**src/rtl/regfile_wb_if.sv**
```systemverilog
// regfile_wb_if: writeback bus between the writeback sources and the
// register-file write-port controller.
//
//   req_valid  [NREQ]       requester i has a write pending
//   req_rd     [NREQ*5]     destination of requester i at [5i+4:5i]
//   req_data   [NREQ*XLEN]  data of requester i at [XLEN*i+XLEN-1:XLEN*i]
//   req_ready  [NREQ]       one-hot grant; transfer when valid & ready
//   RegWrite                register-file write enable (registered)
//   rd         [5]          register-file write address (registered)
//   write_data [XLEN]       register-file write data (registered)
//
// master: the requester side (drives requests, sees grant and write port).
// slave:  the arbiter (accepts requests, drives grant and write port).
interface regfile_wb_if #(
    parameter int NREQ = 3,
    parameter int XLEN = 32
);
    logic [NREQ-1:0]      req_valid;
    logic [NREQ*5-1:0]    req_rd;
    logic [NREQ*XLEN-1:0] req_data;
    logic [NREQ-1:0]      req_ready;
    logic                 RegWrite;
    logic [4:0]           rd;
    logic [XLEN-1:0]      write_data;

    modport master (
        output req_valid, req_rd, req_data,
        input  req_ready, RegWrite, rd, write_data
    );

    modport slave (
        input  req_valid, req_rd, req_data,
        output req_ready, RegWrite, rd, write_data
    );
endinterface

```
**src/rtl/regfile_wb_arbiter.sv**
```systemverilog
// regfile_wb_arbiter: write-port controller for the 32 x 32-bit register
// file. Round-robin arbitration of up to NREQ writeback sources onto the
// single write port, with a registered winning write.
//
// Optional feature macro: REGFILE_SCOREBOARD_EN
//   defined   - 32-bit pending-write scoreboard drives hazard for decode
//   undefined - no pending storage; hazard tied 0; issue/check inputs ignored
//
// Ports:
//   clock        in   rising-edge clock
//   reset        in   asynchronous, active-high reset
//   wb           slave modport of regfile_wb_if (requests, grant, write port)
//   issue_valid  in   decode issued an instruction writing issue_rd
//   issue_rd     in   destination of the issued instruction
//   chk_rs1/2    in   source registers checked by decode
//   hazard       out  combinational: a checked source has a write in flight
module regfile_wb_arbiter #(
    parameter int NREQ = 3,
    parameter int XLEN = 32
) (
    input  logic        clock,
    input  logic        reset,
    regfile_wb_if.slave wb,
    input  logic        issue_valid,
    input  logic [4:0]  issue_rd,
    input  logic [4:0]  chk_rs1,
    input  logic [4:0]  chk_rs2,
    output logic        hazard
);
    localparam int PW = (NREQ > 1) ? $clog2(NREQ) : 1;

    logic [PW-1:0]   ptr;
    logic [PW-1:0]   ptr_nxt;
    logic [PW-1:0]   grant_idx;
    logic [NREQ-1:0] grant;
    logic            fire;
    logic [4:0]      sel_rd;
    logic [XLEN-1:0] sel_data;

    logic            regwrite_q;
    logic [4:0]      rd_q;
    logic [XLEN-1:0] data_q;

    // Round-robin search: first valid requester at ptr, ptr+1, ... mod NREQ.
    always_comb begin
        int cand;
        // NOTE: every output of this block gets a default before the search
        // loop, so no path leaves a value unassigned and no latch is inferred.
        grant     = '0;
        grant_idx = '0;
        fire      = 1'b0;
        cand      = 0;
        for (int k = 0; k < NREQ; k++) begin
            cand = (int'(ptr) + k) % NREQ;
            if (!fire && wb.req_valid[cand]) begin
                fire        = 1'b1;
                grant[cand] = 1'b1;
                grant_idx   = PW'(cand);
            end
        end
    end

    // The grant is the ready; it is forced low while reset is held so no
    // requester believes a transfer happened that the flops will discard.
    assign wb.req_ready = reset ? '0 : grant;

    assign sel_rd   = wb.req_rd[5*int'(grant_idx) +: 5];
    assign sel_data = wb.req_data[XLEN*int'(grant_idx) +: XLEN];
    assign ptr_nxt  = (int'(grant_idx) == NREQ - 1) ? '0 : grant_idx + 1'b1;

    // NOTE: the output register and pointer are plain flops (not a RAM), so
    // they all take the asynchronous reset and clear the instant reset rises.
    always_ff @(posedge clock or posedge reset) begin
        if (reset) begin
            ptr        <= '0;
            regwrite_q <= 1'b0;
            rd_q       <= '0;
            data_q     <= '0;
        end else if (fire) begin
            // NOTE: non-blocking assignments here so every flop samples the
            // pre-edge values regardless of statement order.
            ptr        <= ptr_nxt;
            regwrite_q <= (sel_rd != 5'd0); // rd 0 consumes the grant but is dropped
            rd_q       <= sel_rd;
            data_q     <= sel_data;
        end else begin
            regwrite_q <= 1'b0;
        end
    end

    assign wb.RegWrite   = regwrite_q;
    assign wb.rd         = rd_q;
    assign wb.write_data = data_q;

`ifdef REGFILE_SCOREBOARD_EN
    logic [31:0] pending;
    logic [31:0] pending_nxt;

    // Clear for the write landing this edge first, then set for the new
    // issue, so a same-edge set and clear of one index leaves it pending.
    always_comb begin
        pending_nxt = pending;
        if (regwrite_q) begin
            pending_nxt[rd_q] = 1'b0;
        end
        if (issue_valid && issue_rd != 5'd0) begin
            pending_nxt[issue_rd] = 1'b1;
        end
        pending_nxt[0] = 1'b0;
    end

    always_ff @(posedge clock or posedge reset) begin
        if (reset) begin
            pending <= '0;
        end else begin
            pending <= pending_nxt;
        end
    end

    // Reads only the registered vector: an issue in this cycle is not
    // visible to the check until the following cycle.
    assign hazard = ((chk_rs1 != 5'd0) && pending[chk_rs1]) ||
                    ((chk_rs2 != 5'd0) && pending[chk_rs2]);
`else
    logic unused_scoreboard_inputs;
    assign unused_scoreboard_inputs = ^{issue_valid, issue_rd, chk_rs1, chk_rs2};
    assign hazard = 1'b0;
`endif

endmodule

```
**src/flat_wrapper.sv**
```systemverilog
// flat-port wrapper written by rule: the top's interface ports become plain ports
module regfile_wb_arbiter_flat 
#(
    parameter int NREQ = 3,
    parameter int XLEN = 32
)
  (clock, reset, issue_valid, issue_rd, chk_rs1, chk_rs2, hazard, wb_req_valid, wb_req_rd, wb_req_data, wb_req_ready, wb_RegWrite, wb_rd, wb_write_data);
  regfile_wb_if #(.NREQ(NREQ), .XLEN(XLEN)) wb_i ();
  input  logic clock;
  input  logic reset;
  input  logic issue_valid;
  input  logic [4:0] issue_rd;
  input  logic [4:0] chk_rs1;
  input  logic [4:0] chk_rs2;
  output logic hazard;
  input wire logic [$bits(wb_i.req_valid)-1:0] wb_req_valid;
  input wire logic [$bits(wb_i.req_rd)-1:0] wb_req_rd;
  input wire logic [$bits(wb_i.req_data)-1:0] wb_req_data;
  output wire logic [$bits(wb_i.req_ready)-1:0] wb_req_ready;
  output wire logic [$bits(wb_i.RegWrite)-1:0] wb_RegWrite;
  output wire logic [$bits(wb_i.rd)-1:0] wb_rd;
  output wire logic [$bits(wb_i.write_data)-1:0] wb_write_data;
  assign wb_i.req_valid = wb_req_valid;
  assign wb_i.req_rd = wb_req_rd;
  assign wb_i.req_data = wb_req_data;
  assign wb_req_ready = wb_i.req_ready;
  assign wb_RegWrite = wb_i.RegWrite;
  assign wb_rd = wb_i.rd;
  assign wb_write_data = wb_i.write_data;
  regfile_wb_arbiter #(.NREQ(NREQ), .XLEN(XLEN)) u_core (.clock(clock), .reset(reset), .wb(wb_i), .issue_valid(issue_valid), .issue_rd(issue_rd), .chk_rs1(chk_rs1), .chk_rs2(chk_rs2), .hazard(hazard));
endmodule
```
**config.mk**
```make
export PLATFORM = sky130hd
export DESIGN_NAME = regfile_wb_arbiter_flat
export DESIGN_NICKNAME = d
export VERILOG_FILES = /design/src/rtl/regfile_wb_if.sv /design/src/rtl/regfile_wb_arbiter.sv /design/src/flat_wrapper.sv
export SDC_FILE = /design/constraint.sdc
export NUM_CORES = 1
export LEC_CHECK = 0
export BUFFER_PORTS_ARGS = -buffer_cell sky130_fd_sc_hd__buf_4
export CORE_UTILIZATION = 38
export DETAILED_ROUTE_END_ITERATION = 10
export GPL_ROUTABILITY_DRIVEN = 0
export PLACE_DENSITY = 0.77
export SYNTH_ARGS = -nofsm -noshare
export SYNTH_HDL_FRONTEND = slang
export SYNTH_SLANG_ARGS = --single-unit
export TNS_END_PERCENT = 100
```
**constraint.sdc**
```tcl
create_clock -name clock -period 2.2 [get_ports clock]
set_input_delay 0.33 -clock clock [delete_from_list [all_inputs] [get_ports clock]]
set_output_delay 0.33 -clock clock [all_outputs]
set_load 0.02 [all_outputs]
```
# ---- Yosys cells after proc, flatten, opt, wreduce, memory -nomap -nowiden
# Index checks and enable logic that the tools add are counted.
dict set report classes {
  n_addsub 3
  n_mul 1
  div 3
  magnitude_cmp 6
  eq_ne 1
  shift 2
  muxes 27
  n_bitwise 2
  reduce_logical 8
}
# operator count
set ops {}
lappend ops {{$ge A32 B1 Y1 const B} 3}
lappend ops {{$lt A32 B4 Y1 const B} 3}
lappend ops {{$shiftx A96 B8 Y32} 1}
lappend ops {{$mod A32 B3 Y32 const B} 2}
lappend ops {{$mod A3 B3 Y32 const B} 1}
lappend ops {{$shiftx A15 B32 Y5} 1}
lappend ops {{$mux W1} 13}
lappend ops {{$mux W3} 4}
lappend ops {{$mux W2} 4}
lappend ops {{$bmux W1 S2} 3}
lappend ops {{$demux W1 S2} 3}
lappend ops {{$or A3 B3 Y3} 2}
lappend ops {{$logic_and A1 B1 Y1} 5}
lappend ops {{$mul A3 B2 Y5 const A} 1}
lappend ops {{$reduce_bool A5 Y1} 1}
lappend ops {{$add A2 B1 Y3 const B} 1}
lappend ops {{$add A2 B2 Y3 const B} 1}
lappend ops {{$add A2 B1 Y2 const B} 1}
lappend ops {{$eq A2 B2 Y1 const B} 1}
lappend ops {{$logic_not A1 Y1} 2}
dict set report totals {
  ff_bits 40
  input_bits 132
  out_inout_bits 42
  elab_cells 57
}

# ---- Depth between registers and ports, before layout
dict set report logic_depth {
  word_depth 15
  mapped_depth 11
  ltp_nobuf 8
}

# ---- Worst setup path after synthesis
# OpenSTA, ideal clock, no wires.
dict set report synth_timing {
  path_kind {flip-flop to output port}
  startpoint {register u_core.ptr[1]}
  endpoint {output wb_req_ready[0]}
  arrival_ns 2.088
  required_ns 1.870
  path_slack_ns -0.218
  path_stages_with_launch 9
  path_buffers 1
  path_cell_list {dfrtp_1 -> inv_1 -> ha_1 -> buf_2 -> mux2_4 -> and2_4 -> nor2_2 -> nor2_1 -> a311oi_1}
}
dict set report synth_between {
  elab_chain_cells 12
  word_cells_on_any_way 41
  cone_classes {add/sub: 2; div: 3; order compare: 6; mux: 21; bitwise: 2; reduce/logical: 7}
}
# item line
set synth_rtl {}
lappend synth_rtl {{from (decl)} regfile_wb_arbiter.sv:32} ;# logic [PW-1:0] ptr;
lappend synth_rtl {{from (signal assigned)} regfile_wb_arbiter.sv:82} ;# ptr <= ptr_nxt;
lappend synth_rtl {{parallel branches: the longest is 10 deep, another holds $mod A32 B3 Y32} n/a}
lappend synth_rtl {{$mux W3 *} regfile_wb_arbiter.sv:55} ;# if (!fire && wb.req_valid[cand]) begin
lappend synth_rtl {{$mux W3 *} regfile_wb_arbiter.sv:65} ;# assign wb.req_ready = reset ? '0 : grant;
lappend synth_rtl {{to (decl)} flat_wrapper.sv:19} ;# output wire logic [$bits(wb_i.req_ready)-1:0] wb_req_ready;
# Every way passes the cells marked *. The select of a mux whose other input is x is not followed.

# ---- Worst setup path after layout
dict set report layout_timing {
  startpoint {register u_core.ptr[1]}
  endpoint {register u_core.data_q[8] (netlist: u_core.wb.write_data[8])}
}
dict set report layout_between {
  elab_chain_cells 12
  word_cells_on_any_way 25
  cone_classes {add/sub: 2; div: 3; shift: 1; mux: 15; reduce/logical: 4}
}
# item line
set layout_rtl {}
lappend layout_rtl {{parallel branches: the longest is 12 deep, another holds $mod A32 B3 Y32} n/a}
lappend layout_rtl {{to (signal assigned)} regfile_wb_arbiter.sv:85} ;# data_q <= sel_data;
lappend layout_rtl {{to (decl)} regfile_wb_arbiter.sv:42} ;# logic [XLEN-1:0] data_q;
# Several ways; the timed one is not identified. The select of a mux whose other input is x is not followed.
# A chain may end at the register's enable or synchronous reset.

==> run metrics <==
status complete, but fails checks; failing checks DRC, setup timing; Gate Count Post-Synth 262; Residual DRC 6; Clock Tree Root clkbuf_8; maximum number of pins on one net before global-route repair 41; Setup Crit Path Kind register to register; 1st-iter DRT viols 107; leakage 2.39 nW; FILL cells 369; Fin Clk Skew 9.06 ps; Post-synth EDFFs 0; Logic pwr share 0.808; Net Sw Frac 0.437; Die Y 85.0 um; synth-to-layout area growth 96.5%; hold_ws 168 ps; part of the power in registers 0.134; initial antenna violation count 0; Max Root-Sink Buffers 2; top cell type's share of synthesized area 0.383; max-slew violation count 0; GRT overflow 0; Core Region 0.00649 mm2; Num CTS Buffers 5; reg-to-reg slack, setup -360 ps; Pwr Density 2070 mW/mm2; wire per inst 19.6 um; final net count 595; fin crit share 1.16; Mapped Area 0.00262 mm2; # placed instances 511; Syn. warnings 0; worst min path class input pin to async pin; VDD IR-drop max 1050 uV; setup ws final -357 ps; I/O pins 174; vias in the first global route 2,866; Data arrival, critical path 2790 ps; vias 3,049; drt total wl 10.5 mm; via/cell ratio 5.68; first-pass GRT wire length 13.2 mm; count leader, synth dfrtp_1; clock sink count 40; final setup fails 43; die area 0.00722 mm2; Synth area leaders dfrtp_1 38%, mux2i_1 13%, a211oi_1 7.8%; RSZ-0062 raised after global routing true; Max-slew headroom 0.336; Tot GR Track Use 0.230; Fmax achieved 391 MHz; post-synthesis mux area share 0.145; layout cells sized above 1 0.711; XOR/XNOR Fraction of Synth Area 0; final setup TNS -9680 ps; Initial Util 0.403; clock network fraction of total power 0.059; final total power 10.7 mW; Clock Pin Slew Worst Setup and Hold Paths 90 ps; Final Hold Fails 0; row count 29; MaxCap Viol Count 0; ant diodes 0; sequential share of the synthesized area 0.383; detailed placer's ending HPWL 6.35 mm; Port-buffer cells 156; Int Pwr 6.00 mW; Crit. End Element register; Post-Synth Simple-Gate Area 0.0990; CP required 2430 ps; synth cell count leaders 40 x dfrtp_1, 35 x mux2i_1, 28 x nor2_1, 27 x a211oi_1, 26 x a21o_1; minimum clock period 2560 ps; ys flop type dfrtp_1; CTS tree done; Layout Cells excl Fill 537; Startpoint Class register; CTS H-tree depth 2; CP Max Fanout 8; post-synth top area cell dfrtp_1; fraction of registers with async set/reset 1.00; Syn Nets 398; Yosys reg bits 40; Final ANT Viol Nets 0; net switching power 4.66 mW; Compound-Gate Fraction of Synth Area 0.289; syn avg cell area 9.98 um2; worst slew pin tran 990 ps; adder-cell share of the synthesized area 0.0191; pre-CTS WS -282 ps; Die Wd 85.0 um; First-pass DRT Iterations 8; largest family of logic cells by synthesized area compound AO/OA/AOI/OAI gates; Netlist cell types 45; worst skew pair latency 300 ps
[routing by layer]
metal,share of wire,global-route usage,vias to the layer above
li1,-,-,1371
met1,0.38,0.268,1505
met2,0.54,0.427,141
met3,0.047,0.0418,32
met4,0.035,0.0709,0
met5,0,0,-
[state kept, by name, summed over array words and instances (netlist names)]
| name | count |
|---|---|
| u_core.ptr | 2 |
| u_core.wb.RegWrite | 1 |
| u_core.wb.rd | 5 |
| u_core.wb.write_data | 32 |
[per-stage QoR]
stage	utilization	area [um2]
floorplan	-	2710
global placement	0.640	4160
detailed placement	0.640	4160
CTS	0.696	4520
global route	0.791	5140
finish	0.791	5140
[worst max-delay path, stage by stage (launching register included)]
cell and delay (ps):
dfrtp_2 460, inv_2 100, ha_4 170, mux2_4 310
buf_4 140, a211oi_4 240, o32ai_4 130, buf_12 180
buf_12 150, mux2i_2 150, a211oi_2 280, a21o_1 140
[worst paths after layout]
| check | start | depth (start not counted) | end |
|---|---|---|---|
| hold reg to reg | u_core.wb.write_data[12] | 1 | u_core.wb.write_data[12] |
| setup reg to reg | u_core.ptr[1] | 11 | u_core.wb.write_data[8] |
| max in group asynchronous | reset | 3 | u_core.wb.write_data[5] |
| setup / recovery | u_core.ptr[1] | 11 | u_core.wb.write_data[8] |
| hold / removal | reset | 2 | u_core.wb.write_data[29] |
| min in group clock | wb_req_data[88] | 3 | u_core.wb.write_data[24] |
[cell families (layout without fill, tap and decap cells)]
kind of cell,Yosys count,in the layout
flip-flops,40,40
AND/OR/NAND/NOR,54,54
AO/OA/AOI/OAI,100,101
multiplexers,37,37
adder cells (fa/ha/maj),4,4
buffers and inverters,26,223
other,1,1
[power groups by stage]
stage,combinational [mW],sequential (mW),clock (mW)
after floorplan,3.56,1.83,0
after global placement,5.84,1.40,0
after detailed placement,6.01,1.41,0
after CTS,6.67,1.41,0.627
after global routing,9.04,1.47,0.663
final,8.61,1.42,0.626
[area by class of cell]
cell class                 count  area (um2)  share of cell area
clock inverter                 3        42.5             0.00828
timing repair buffer         211        1830               0.357
multi-input combinational    197        2080               0.405
tap                           77        96.3              0.0188
clock buffer                   5        68.8              0.0134
inverter                       4        15.0             0.00292
sequential                    40        1000               0.195
[cell usage in the layout, fill, tap and decap left out, types with 2 or more instances in the layout]
cell type | synthesis | final
buf_4 | 3 | 185
dfrtp_1 | 40 | 39
a21o_1 | 26 | 26
a211oi_2 | 1 | 23
nor2_4 | 0 | 20
mux2i_1 | 35 | 16
mux2i_2 | 1 | 14
o21ai_1 | 9 | 13
buf_6 | 6 | 11
buf_12 | 0 | 9
nor2_2 | 1 | 7
mux2i_4 | 0 | 6
a22oi_1 | 8 | 6
nand2_1 | 6 | 6
clkbuf_8 | 0 | 5
clkbuf_16 | 0 | 5
a211oi_1 | 27 | 4
o21ai_2 | 1 | 3
a21oi_4 | 0 | 3
nand2b_4 | 0 | 3
o2bb2ai_4 | 0 | 3
nand3b_1 | 2 | 2
a21oi_2 | 0 | 2
nor2_1 | 28 | 2
a21oi_1 | 7 | 2
a22oi_2 | 0 | 2
inv_2 | 0 | 2
nor3_1 | 2 | 2
ha_4 | 0 | 2
[what timing repair did]
item                       CTS  global route
setup endpoints to repair   43            43
cloned                       0             7
pin swaps                   14            32
hold buffers                 0             0
buffers inserted             9             2
gates resized for setup     53            93
Note: power is estimated with default switching activity, not from simulation.
